==> src/rtl/rr_arbiter_2x1.sv <==
// Two-requester round-robin arbiter that owns the select of a 2:1 data mux.
// Each grant lasts one burst, ending on a last beat or after MAX_BURST beats.
module rr_arbiter_2x1 #(
    parameter int DATA_W    = 8,
    parameter int MAX_BURST = 4
) (
    input  logic              clk,
    input  logic              rst_n,
    input  logic [1:0]        req_valid,
    input  logic [1:0]        req_last,
    input  logic [DATA_W-1:0] req_data0,
    input  logic [DATA_W-1:0] req_data1,
    output logic [1:0]        req_ready,
    output logic              out_valid,
    output logic [DATA_W-1:0] out_data,
    input  logic              out_ready,
    output logic              out_sel,
    output logic              busy
);

    localparam logic [1:0] IDLE = 2'd0;
    localparam logic [1:0] GNT0 = 2'd1;
    localparam logic [1:0] GNT1 = 2'd2;

    localparam logic [3:0] LAST_CNT = 4'(MAX_BURST - 1);

    logic [1:0] state;
    logic [1:0] state_nxt;
    logic       prio;
    logic       prio_nxt;
    logic [3:0] beat_cnt;
    logic [3:0] beat_cnt_nxt;
    logic       sel_q;
    logic       sel_nxt;

    logic granted;
    logic gnt_id;
    logic beat_ok;
    logic burst_end;

    assign granted   = (state == GNT0) || (state == GNT1);
    assign gnt_id    = (state == GNT1);
    assign beat_ok   = granted && req_valid[gnt_id] && out_ready;
    assign burst_end = beat_ok && (req_last[gnt_id] || (beat_cnt == LAST_CNT));

    always_comb begin
        state_nxt    = state;
        prio_nxt     = prio;
        beat_cnt_nxt = beat_cnt;
        sel_nxt      = sel_q;
        case (state)
            IDLE: begin
                if (req_valid == 2'b11) begin
                    state_nxt = prio ? GNT1 : GNT0;
                    sel_nxt   = prio;
                end else if (req_valid[0]) begin
                    state_nxt = GNT0;
                    sel_nxt   = 1'b0;
                end else if (req_valid[1]) begin
                    state_nxt = GNT1;
                    sel_nxt   = 1'b1;
                end
            end
            GNT0, GNT1: begin
                // Ending a burst always passes through IDLE so the pointer flip takes effect.
                if (burst_end) begin
                    state_nxt    = IDLE;
                    prio_nxt     = ~gnt_id;
                    beat_cnt_nxt = 4'd0;
                end else if (beat_ok) begin
                    beat_cnt_nxt = beat_cnt + 4'd1;
                end
            end
            default: begin
                state_nxt    = IDLE;
                beat_cnt_nxt = 4'd0;
            end
        endcase
    end

    always_ff @(posedge clk) begin
        if (!rst_n) begin
            state    <= IDLE;
            prio     <= 1'b0;
            beat_cnt <= 4'd0;
            sel_q    <= 1'b0;
        end else begin
            state    <= state_nxt;
            prio     <= prio_nxt;
            beat_cnt <= beat_cnt_nxt;
            sel_q    <= sel_nxt;
        end
    end

    // Handshake outputs are gated by rst_n so nothing is accepted in a reset cycle.
    assign busy         = rst_n && granted;
    assign out_valid    = rst_n && granted && req_valid[gnt_id];
    assign req_ready[0] = rst_n && (state == GNT0) && out_ready;
    assign req_ready[1] = rst_n && (state == GNT1) && out_ready;
    assign out_sel      = sel_q;
    assign out_data     = sel_q ? req_data1 : req_data0;

endmodule

==> config.mk <==
export PLATFORM = sky130hd
export DESIGN_NAME = rr_arbiter_2x1
export DESIGN_NICKNAME = d
export VERILOG_FILES = /design/src/rtl/rr_arbiter_2x1.sv
export SDC_FILE = /design/constraint.sdc
export NUM_CORES = 1
export LEC_CHECK = 0
export CAP_MARGIN = 20
export CORE_AREA = 4 4 47 49
export CTS_CLUSTER_SIZE = 10
export DETAILED_ROUTE_END_ITERATION = 10
export DIE_AREA = 0 0 51 53
export PLACE_DENSITY = 0.76
export SYNTH_ARGS = -nofsm -noshare
export SYNTH_HDL_FRONTEND = slang
export SYNTH_SLANG_ARGS = --single-unit
==> constraint.sdc <==
create_clock -name clk -period 2.29 [get_ports clk]
set_input_delay 0.229 -clock clk [delete_from_list [all_inputs] [get_ports clk]]
set_output_delay 0.229 -clock clk [all_outputs]
set_load 0.005 [all_outputs]
==> results by group <==
Timing
  – Final period utilization: 93.06%
  – Unrepaired setup endpoints after global routing: no
  – Fin. Hold Viols: 0
  – Minimum clock period after layout: about 2.1 ns
  – Max_slew headroom: roughly three quarters
  – Worst Tran Pin Value: 0.3663 ns
  – Max Transition Viols Final: 0
  – Setup TNS: 0 ns
  – Layout Skew: around 0.0058 ns
  – Final setup vio count: 0
  – Fmax: 469.3 MHz

Cells and area
  – # diodes: 0
  – Most frequent cells in the layout: clkdlybuf4s50_1, mux2_2, dfxtp_1
  – Final core utilization: roughly 57%
  – Layout net count: 135
  – Layout cells sized above 1: 18.87%
  – Cell area after layout: 1054 sq um
  – Synth-to-Final Area Change: 59.47%
  – Most common cell after layout, fill and taps aside: clkdlybuf4s50_1
  – Fillers: 166

Logic synthesis
  – Compound-Gate Fraction of Synth Area: 25.95%
  – Post-synthesis mux area share: 18.18%
  – Mapped Nets: 97
  – Post-synthesis xor/xnor area fraction: 1.326%
  – Post-Synth Adder-Cell Area: 7.576%
  – Yosys cell types: 33
  – Largest family of logic cells by synthesized area: compound AO/OA/AOI/OAI gates
  – Cell taking the most area after synthesis: dfxtp_1
  – Synth warn: 0
  – Number of synthesized register bits: 8
  – Cell Area, Synth: 660.6 sq um
  – Gate Count Post-Synth: 70
  – Synth Area in Simple Gates: 15.53%
  – Top-area cell type share of the netlist area: 24.24%
  – Mean Syn Cell Area: 9.438 sq um
  – Seq/Total Area, Yosys: between 20% and 30%
  – Top cells by area, synth: dfxtp_1, mux2_2, ha_1, a32o_1, mux2_4

Global route
  – Gr usage total: 14.15%
  – Gr ovfl total: 0
  – First-pass GRT wire length: 2870 um
  – Largest net degree at the start of global routing: 11
  – Vias in the first global route: 686
  – Initial antenna violation count: 0

Detailed routing
  – WL final: around 1700 um
  – Vias per cell: ~5.1
  – Vias after detailed routing: 673
  – DR pass1 iterations: 2
  – Wire per inst: 12.91 um
  – Post-route ant nets: 0
  – Iter 0 DRT Violations: 10
  – DRC Markers: 0

CTS
  – Setup bufs post-CTS: 0
  – Clk pin slew, worst setup/hold paths: 0.05 ns
  – Bufs on Longest Clock Path: 2
  – Clk_lat worst skew: roughly 0.25 ns
  – CTS Buf Count: 3
  – Post-CTS sizing: 0
  – CTS tree: built
  – Clk sink count: 8
  – Hold Buf Count CTS: 0
  – Clk root buf: clkbuf_4
  – H-tree depth: 1

Worst setup path
  – FF-to-FF setup slack: 0.53 ns
  – Required @ worst endpoint: between 2 and 2.5 ns
  – Worst Path Arrival: 1.90 ns
  – Worst reg2reg startpoint: state[0]$_SDFFE_PN0P_
  – CP Capture Type: output port
  – Crit. Startpoint: state[0]$_SDFFE_PN0P_
  – Worst setup SP type: flip-flop
  – Max Fanout on Critical Path: 6
  – Kind of critical path: reg2out

Floorplanning
  – Rows: 16
  – DIE HEIGHT: 53 um
  – Initial core utilization: 35.48%
  – Total core area: ~1900 sq um
  – I/O pins: 36
  – Die Span X: approximately 50 um
  – Die area: ~2700 sq um

Run status
  – Run status: finished, final reports clean

Placement
  – RD Place Congestion: ~0.84
  – Hpwl dp: 1426 um
  – Number of I/O port buffers: 35
  – DP Area: around 1000 sq um

Min path
  – Worst Hold Class: reg2reg
  – Hold_sp: beat_cnt[1]$_SDFFE_PN0P_

Pwr
  – NetSw: ~0.00019 W
  – Leakage power total: 0.4117 nW
  – Sequential share of power: 30.9%
  – Comb pwr share: 51.1%
  – Peak VDD IR: 0.2507 mV
  – Power Density: roughly 550 nW/um^2
  – Switching Fraction: 33.01%
  – Clk pwr share: between 10% and 20%
  – Int Power: 0.0003893 W

Job
  – Max cap viols: 0
-- metal layers --
layer | vias up | wire length (um) | track usage [%]
met1 | 300 | 724 | 14.77
li1 | 335 | - | -
met5 | - | 0 | 0
met2 | 36 | 799 | 24.46
met4 | 0 | 18 | 8.969
met3 | 2 | 175 | 4.507
-- state kept, by name, summed over array words and instances (netlist names) --
signal,flops
beat_cnt,4
out_sel,1
prio,1
state,2
-- synth_stat cells, drive strengths merged --
cell type / n
o41ai: 1
a21oi: 3
a32o: 3
o31ai: 1
clkbuf: 3
ha: 4
o211ai: 2
a32oi: 1
mux2: 10
inv: 7
dfxtp: 8
o22ai: 2
nor2: 1
a2bb2oi: 1
nor3b: 1
o211a: 1
o21a: 1
nand3: 3
xnor2: 1
nand2: 6
and2: 2
nand4: 1
a21boi: 1
and3: 3
o221ai: 1
a31o: 1
nor2b: 1
-- area by class of cell --
| type | count | area [sq um] | area share [%] |
|---|---|---|---|
| clock buffer | 3 | 22.52 | 2.138 |
| timing repair buffer | 36 | 357.8 | 33.97 |
| multi-input combinational | 52 | 452.9 | 42.99 |
| tap | 27 | 33.78 | 3.207 |
| sequential | 8 | 160.2 | 15.20 |
| inverter | 7 | 26.28 | 2.494 |
-- power by group through the flow --
stage	sequential (W)	combinational, W	clock, W
floorplan	0.000175	0.000184	0
global placement	0.000183	0.000291	0
detailed placement	0.000183	0.000295	0
CTS	0.000180	0.000297	0.000112
global route	0.000184	0.000327	0.000113
finish	0.000180	0.000297	0.000104
-- per-stage QoR --
| stage | hold WS, ns | power, W | instances | setup slack (ns) |
|---|---|---|---|---|
| 2_1_floorplan | 0.3832 | 0.0003592 | 70 | 0.6710 |
| 3_3_place_gp | 0.4767 | 0.0004736 | 130 | 0.4435 |
| 3_5_place_dp | 0.4818 | 0.0004777 | 130 | 0.4216 |
| 4_1_cts | 0.4887 | 0.0005885 | 133 | 0.1394 |
| 5_1_grt | 0.5222 | 0.0006237 | 133 | 0.06755 |
| 6_report | 0.4863 | 0.0005811 | 133 | 0.1590 |
-- critical path, stage by stage, from the launching register on --
cell and delay, ns:
dfxtp_1 0.35, inv_1 0.07, ha_1 0.28, mux2_4 0.36, and2_1 0.16, clkdlybuf4s50_1 0.43
-- cell families after synthesis --
logic type | Yosys count
compound gates | 19
simple gates | 18
buf+inv | 10
mux | 10
flops | 8
fa+ha+maj | 4
xor+xnor | 1
-- path summary, 6_finish.rpt --
check,end,cells past startpoint
worst max-delay path,out_valid,5
worst min register to register,beat_cnt[1]$_SDFFE_PN0P_,2
worst max register to register,state[0]$_SDFFE_PN0P_,6
worst min-delay path,beat_cnt[1]$_SDFFE_PN0P_,2
(Power assumes the default switching activity.)
